`src/rtl/pcie_rx_pkg.sv`:
```
// Shared definitions for the PCIe receive path: aligner FSM states and
// default framing/alignment constants.
package pcie_rx_pkg;

    typedef enum logic [2:0] {
        ST_SEARCH = 3'd0,
        ST_SLIP   = 3'd1,
        ST_WAIT   = 3'd2,
        ST_VERIFY = 3'd3,
        ST_LOCKED = 3'd4
    } align_state_e;

    localparam logic [15:0] SYNC_PATTERN_DEF = 16'hF0F0;
    localparam int          LOCK_COUNT_DEF   = 32'd4;
    localparam int          UNLOCK_COUNT_DEF = 32'd8;
    localparam int          SLIP_WAIT_DEF    = 32'd2;

endpackage

```
`src/rtl/align_sat_counter.sv`:
```
// Saturating event counter with synchronous clear; hit flags the increment
// that brings the count up to LIMIT so the owner can act on the same edge.
module align_sat_counter #(
    parameter int LIMIT = 32'd4
) (
    input  logic clk,
    input  logic reset,
    input  logic clr,
    input  logic inc,
    output logic hit
);

    localparam int            CW       = (LIMIT < 32'd1) ? 32'd1 : $clog2(LIMIT + 32'd1);
    localparam logic [CW-1:0] CNT_MAX  = CW'(LIMIT);
    localparam logic [CW-1:0] CNT_LAST = CW'(LIMIT - 32'd1);
    localparam logic [CW-1:0] CNT_ONE  = CW'(32'd1);

    logic [CW-1:0] count_q;
    logic [CW-1:0] count_d;

    // Next count: clear wins over increment, increment stops at LIMIT.
    always_comb begin
        count_d = count_q;
        if (clr) begin
            count_d = {CW{1'b0}};
        end else if (inc && (count_q != CNT_MAX)) begin
            count_d = count_q + CNT_ONE;
        end else begin
            count_d = count_q;
        end
    end

    // A zero limit can never be reached by an increment.
    assign hit = inc && (count_q == CNT_LAST) && (LIMIT > 32'd0);

    // Count register.
    always_ff @(posedge clk or posedge reset) begin
        if (reset) begin
            count_q <= {CW{1'b0}};
        end else begin
            count_q <= count_d;
        end
    end

endmodule

```
`src/rtl/rx_align_ctrl.sv`:
```
// Word aligner: hunts for the sync header by pulsing bit_slip to the
// deserializer, qualifies lock over several words and forwards aligned data.
module rx_align_ctrl
    import pcie_rx_pkg::*;
#(
    parameter int                    DATA_WIDTH   = 32'd128,
    parameter int                    SYNC_WIDTH   = 32'd16,
    parameter logic [SYNC_WIDTH-1:0] SYNC_PATTERN = SYNC_PATTERN_DEF,
    parameter int                    LOCK_COUNT   = LOCK_COUNT_DEF,
    parameter int                    UNLOCK_COUNT = UNLOCK_COUNT_DEF,
    parameter int                    SLIP_WAIT    = SLIP_WAIT_DEF,
    localparam int                   SW           = $clog2(DATA_WIDTH)
) (
    input  logic                  clk,
    input  logic                  reset,
    input  logic                  en,
    input  logic [DATA_WIDTH-1:0] word_in,
    input  logic                  word_valid,
    output logic                  bit_slip,
    output logic                  locked,
    output logic [DATA_WIDTH-1:0] data_out,
    output logic                  data_out_valid,
    output logic                  hdr_err,
    output logic                  align_fail,
    output logic [SW-1:0]         slip_cnt
);

    localparam logic [SW-1:0] SLIP_LAST = SW'(DATA_WIDTH - 32'd1);
    localparam logic [SW-1:0] SLIP_ONE  = SW'(32'd1);

    align_state_e          state_q, state_d;
    logic [SW-1:0]         slip_cnt_q, slip_cnt_d;
    logic                  bit_slip_q, bit_slip_d;
    logic                  locked_q, locked_d;
    logic [DATA_WIDTH-1:0] data_out_q, data_out_d;
    logic                  dout_vld_q, dout_vld_d;
    logic                  hdr_err_q, hdr_err_d;
    logic                  align_fail_q, align_fail_d;

    logic hdr_ok;
    logic enter_slip;
    logic good_inc, good_clr, good_hit;
    logic bad_inc, bad_clr, bad_hit;
    logic wait_inc, wait_clr, wait_hit;

    assign hdr_ok = (word_in[DATA_WIDTH-1 -: SYNC_WIDTH] == SYNC_PATTERN);

    align_sat_counter #(.LIMIT(LOCK_COUNT)) u_good_cnt (
        .clk   (clk),
        .reset (reset),
        .clr   (good_clr),
        .inc   (good_inc),
        .hit   (good_hit)
    );

    align_sat_counter #(.LIMIT(UNLOCK_COUNT)) u_bad_cnt (
        .clk   (clk),
        .reset (reset),
        .clr   (bad_clr),
        .inc   (bad_inc),
        .hit   (bad_hit)
    );

    align_sat_counter #(.LIMIT(SLIP_WAIT)) u_wait_cnt (
        .clk   (clk),
        .reset (reset),
        .clr   (wait_clr),
        .inc   (wait_inc),
        .hit   (wait_hit)
    );

    // Alignment FSM, counter control and next values of every registered output.
    always_comb begin
        state_d      = state_q;
        slip_cnt_d   = slip_cnt_q;
        bit_slip_d   = 1'b0;
        hdr_err_d    = 1'b0;
        align_fail_d = 1'b0;
        dout_vld_d   = 1'b0;
        data_out_d   = data_out_q;
        enter_slip   = 1'b0;
        good_inc     = 1'b0;
        good_clr     = 1'b0;
        bad_inc      = 1'b0;
        bad_clr      = 1'b0;
        wait_inc     = 1'b0;
        wait_clr     = 1'b0;

        if (!en) begin
            state_d    = ST_SEARCH;
            slip_cnt_d = {SW{1'b0}};
            good_clr   = 1'b1;
            bad_clr    = 1'b1;
            wait_clr   = 1'b1;
        end else begin
            case (state_q)
                ST_SEARCH: begin
                    if (word_valid && hdr_ok) begin
                        good_inc = 1'b1;
                        if (good_hit) begin
                            good_clr = 1'b1;
                            state_d  = ST_LOCKED;
                        end else begin
                            state_d  = ST_VERIFY;
                        end
                    end else if (word_valid) begin
                        enter_slip = 1'b1;
                    end else begin
                        state_d = ST_SEARCH;
                    end
                end
                ST_SLIP: begin
                    // Words arriving during the slip cycle are ignored outright.
                    if (SLIP_WAIT == 32'd0) begin
                        state_d = ST_SEARCH;
                    end else begin
                        state_d = ST_WAIT;
                    end
                end
                ST_WAIT: begin
                    if (word_valid) begin
                        wait_inc = 1'b1;
                        if (wait_hit) begin
                            wait_clr = 1'b1;
                            state_d  = ST_SEARCH;
                        end else begin
                            state_d  = ST_WAIT;
                        end
                    end else begin
                        state_d = ST_WAIT;
                    end
                end
                ST_VERIFY: begin
                    if (word_valid && hdr_ok) begin
                        good_inc = 1'b1;
                        if (good_hit) begin
                            good_clr = 1'b1;
                            state_d  = ST_LOCKED;
                        end else begin
                            state_d  = ST_VERIFY;
                        end
                    end else if (word_valid) begin
                        good_clr   = 1'b1;
                        enter_slip = 1'b1;
                    end else begin
                        state_d = ST_VERIFY;
                    end
                end
                ST_LOCKED: begin
                    if (word_valid && hdr_ok) begin
                        bad_clr    = 1'b1;
                        dout_vld_d = 1'b1;
                        data_out_d = word_in;
                    end else if (word_valid) begin
                        hdr_err_d = 1'b1;
                        bad_inc   = 1'b1;
                        if (bad_hit) begin
                            // The unlocking word itself is dropped.
                            bad_clr    = 1'b1;
                            slip_cnt_d = {SW{1'b0}};
                            state_d    = ST_SEARCH;
                        end else begin
                            dout_vld_d = 1'b1;
                            data_out_d = word_in;
                        end
                    end else begin
                        state_d = ST_LOCKED;
                    end
                end
                default: begin
                    state_d = ST_SEARCH;
                end
            endcase

            if (enter_slip) begin
                state_d    = ST_SLIP;
                bit_slip_d = 1'b1;
                if (slip_cnt_q == SLIP_LAST) begin
                    slip_cnt_d   = {SW{1'b0}};
                    align_fail_d = 1'b1;
                end else begin
                    slip_cnt_d   = slip_cnt_q + SLIP_ONE;
                end
            end else begin
                bit_slip_d = 1'b0;
            end
        end

        locked_d = (state_d == ST_LOCKED);
    end

    // State and output registers.
    always_ff @(posedge clk or posedge reset) begin
        if (reset) begin
            state_q      <= ST_SEARCH;
            slip_cnt_q   <= {SW{1'b0}};
            bit_slip_q   <= 1'b0;
            locked_q     <= 1'b0;
            data_out_q   <= {DATA_WIDTH{1'b0}};
            dout_vld_q   <= 1'b0;
            hdr_err_q    <= 1'b0;
            align_fail_q <= 1'b0;
        end else begin
            state_q      <= state_d;
            slip_cnt_q   <= slip_cnt_d;
            bit_slip_q   <= bit_slip_d;
            locked_q     <= locked_d;
            data_out_q   <= data_out_d;
            dout_vld_q   <= dout_vld_d;
            hdr_err_q    <= hdr_err_d;
            align_fail_q <= align_fail_d;
        end
    end

    assign bit_slip       = bit_slip_q;
    assign locked         = locked_q;
    assign data_out       = data_out_q;
    assign data_out_valid = dout_vld_q;
    assign hdr_err        = hdr_err_q;
    assign align_fail     = align_fail_q;
    assign slip_cnt       = slip_cnt_q;

endmodule

```
`config.mk`:
```
export PLATFORM = sky130hd
export DESIGN_NAME = rx_align_ctrl
export DESIGN_NICKNAME = d
export VERILOG_FILES = /design/src/rtl/pcie_rx_pkg.sv /design/src/rtl/align_sat_counter.sv /design/src/rtl/rx_align_ctrl.sv
export SDC_FILE = /design/constraint.sdc
export NUM_CORES = 1
export LEC_CHECK = 0
export CAP_MARGIN = 20
export CORE_MARGIN = 4
export CORE_UTILIZATION = 43
export DETAILED_ROUTE_END_ITERATION = 7
export GPL_TIMING_DRIVEN = 1
export PLACE_DENSITY_LB_ADDON = 0.25
export SLEW_MARGIN = 20
export SYNTH_ARGS = -nofsm -noshare
export SYNTH_HDL_FRONTEND = slang
export SYNTH_SLANG_ARGS = --single-unit
```
`constraint.sdc`:
```
create_clock -name clk -period 7 [get_ports clk]
set_input_delay 1.4 -clock clk [delete_from_list [all_inputs] [get_ports clk]]
set_output_delay 1.4 -clock clk [all_outputs]
set_load 0.1 [all_outputs]
```
==> out/metrics.yaml <==
finalCritPeriodShare_pct: 54.8
gr-total-overflow: 0
io_pins: 272
slowest_stage: "nor4b_1"
diodes: 0
synth.top_cells.by_area: "dfrtp_1, mux2_4, mux2_2, buf_12, mux2_1"
hold_buffers: 0
path_cells: "clkdlybuf4s50_1, nor4b_1, and4_1, nor2_4, nor2_8, buf_12, mux2_1"
clk_path_buf_depth: 2
ys_warn_count: 0
syn_area_per_cell_sq_um: 16.1
die_area_sq_mm: 0.0176
fin_area_sq_mm: 0.0101
synth-edff-count: 0
worstSetupEndpointType: "register"
gp_congestion: 0.797
syn_nets: 557
period_minus_slack_ps: 3830
routed-via-count: 4502
yosysSeqAreaShare_pct: 56.8
synth_top_area_share_pct: 56.8
finalHoldViolCount: 0
final_cell_count_no_fill: 893
synth-main-ff-cell: "dfrtp_1"
synth-seq-cells: 152
netlist_area_sq_mm: 0.00669
cp.arrival_ps: 4130
utilization_pct: 66.2
grt_pass1_vias: 4783
drive_gt1_share_pct: 22.7
routed_wl_mm: 17.1
status: "completed"
fp.dieH_um: 133
synthCells: 417
dp.cells: 861
clock.fmax_mhz: 261
cp_slowest_stage_delay_ps: 550
dpl_cell_area_sq_mm: 0.00941
cts_sinks: 152
grt_max_degree: 89
cts_setup_buffers: 0
first_pass_iters: 4
holdWs_ps: 486
leakage_nw: 4.55
maxCapViolCount: 0
numCtsBuffers: 17
tightest_slew_ps: 1060
cts_root_buffer: "clkbuf_16"
setup-violations-final: 0
first_iter_violations: 197
setup_tns_ps: 0
synthArstFlopShare_pct: 100
worst_setup_path_start_kind: "input port"
ir_drop_v: 0.000224
finalClockSkew_ps: 8.05
synth_top_cell_by_area: "dfrtp_1"
cts_tree: "built"
slew_headroom_pct: 29.4
clock_latency_ps: 410
crit_type: "input port to register"
rows: 45
die_w_um: 133
rsz0062_at_grt: "false"
cp.required_ps: 7300
grt.total_usage_pct: 19.6
grt_pass1_wl_mm: 27.2
via_per_inst: 5.04
htreeDepth: 4
ys_types: 46
finalMaxSlewViolations: 0
post_cts_resized: 0
n_fill_cell: 1043
ys_top_cells_by_count: "dfrtp_1, mux2_4, mux2_2"
cp_max_fo: 88
yosysMostFrequentCell: "dfrtp_1"
antenna_found_initial: 0
floorplan.initialDensity_pct: 44.0
p_per_area_mw_per_mm2: 232
final_antenna_net_count: 0
final_nets: 832
wl_per_cell_um: 19.1
synthToLayoutAreaGrowth_pct: 50.4
port_buffers: 271
min_path_type: "register to register"
core-area_sq_mm: 0.0152
drc_errors: 0
cts.reportedPaths.clkPinSlew_ps: 60
place_hpwl_mm: 12.6
## path summary, 6_finish.rpt
check	cells after the start	slack (ps)	end	startpoint
max in group asynchronous	3	4090	data_out[52]	reset
min in group asynchronous	2	1480	data_out[11]	reset
setup reg to reg	5	4570	data_out[101]	state_q[0]
hold reg to reg	1	490	data_out[95]	data_out[95]
setup / recovery	7	3170	data_out[101]	word_in[120]
hold / removal	1	490	data_out[95]	data_out[95]
## critical path, delay by kind of cell
family	cells	cell delay, ps
buffers and inverters	2	880
muxes	1	380
and+or+nand+nor	4	1300
## power breakdown
group          internal [mW]  switching (mW)  total (mW)
clock                  0.666           0.353        1.02
sequential             0.905          0.0177       0.923
combinational          0.140           0.251       0.391
## layout make-up
class	instances	area (sq um)	area share, %
Sequential cell	152	3800	37.8
Timing Repair Buffer	274	2750	27.3
Multi-Input combinational cell	237	2580	25.6
Clock buffer	18	429	4.26
Tap cell	188	235	2.34
Clock inverter	14	229	2.27
Inverter	10	42.5	0.422
## sequential cells by signal, summed over array words and instances, names as in the netlist, 2 cells and up
| register | cells |
|---|---|
| data_out | 128 |
| u_wait_cnt.count_q | 2 |
| u_bad_cnt.count_q | 4 |
| slip_cnt | 7 |
| u_good_cnt.count_q | 3 |
| state_q | 3 |
## metrics by stage
| step | power, mW | setup slack [ps] |
|---|---|---|
| 2_1_floorplan | 1.18 | 1510 |
| 3_3_place_gp | 1.33 | 2780 |
| 3_5_place_dp | 1.33 | 2800 |
| 4_1_cts | 2.36 | 3250 |
| 5_1_grt | 2.41 | 3040 |
| 6_report | 2.33 | 3170 |
## placed cells by master (no fill, tap or decap), types with 3 or more instances in the layout
cell type,instances
nor3b_1,4
nor3_1,3
nand3b_1,3
nand4_1,5
nor2_1,10
xnor2_1,5
clkdlybuf4s50_1,271
and3_1,5
bufinv_16,6
mux2_2,20
ha_1,8
mux2_4,100
mux2_1,9
clkbuf_16,17
or2_2,3
nand2b_1,4
nand2_1,12
nand3_1,5
a21oi_1,6
dfrtp_1,152
clkinv_2,5
inv_1,9
a211o_1,3
a21o_1,3
## cell families (layout without fill, tap and decap cells)
family                     Yosys count  in the layout  synth area share, %
and+or+nand+nor                     67             67                 6.04
xor gates and xnor gates             5              5                0.654
DFF                                152            152                 56.8
muxes                              131            131                 27.6
buffers and inverters               28            316                 4.60
AOI/OAI and AO/OA                   26             26                 2.79
adders and majority gates            8              8                 1.50
## metal layers
layer	track usage [%]	share of wire (%)	routed length, um
met5	0	0	0
met4	5.43	1.6	281
met3	6.12	6.0	1030
met2	34.0	51	8720
met1	23.5	41	7060
Note: power is estimated with default switching activity, not from simulation.
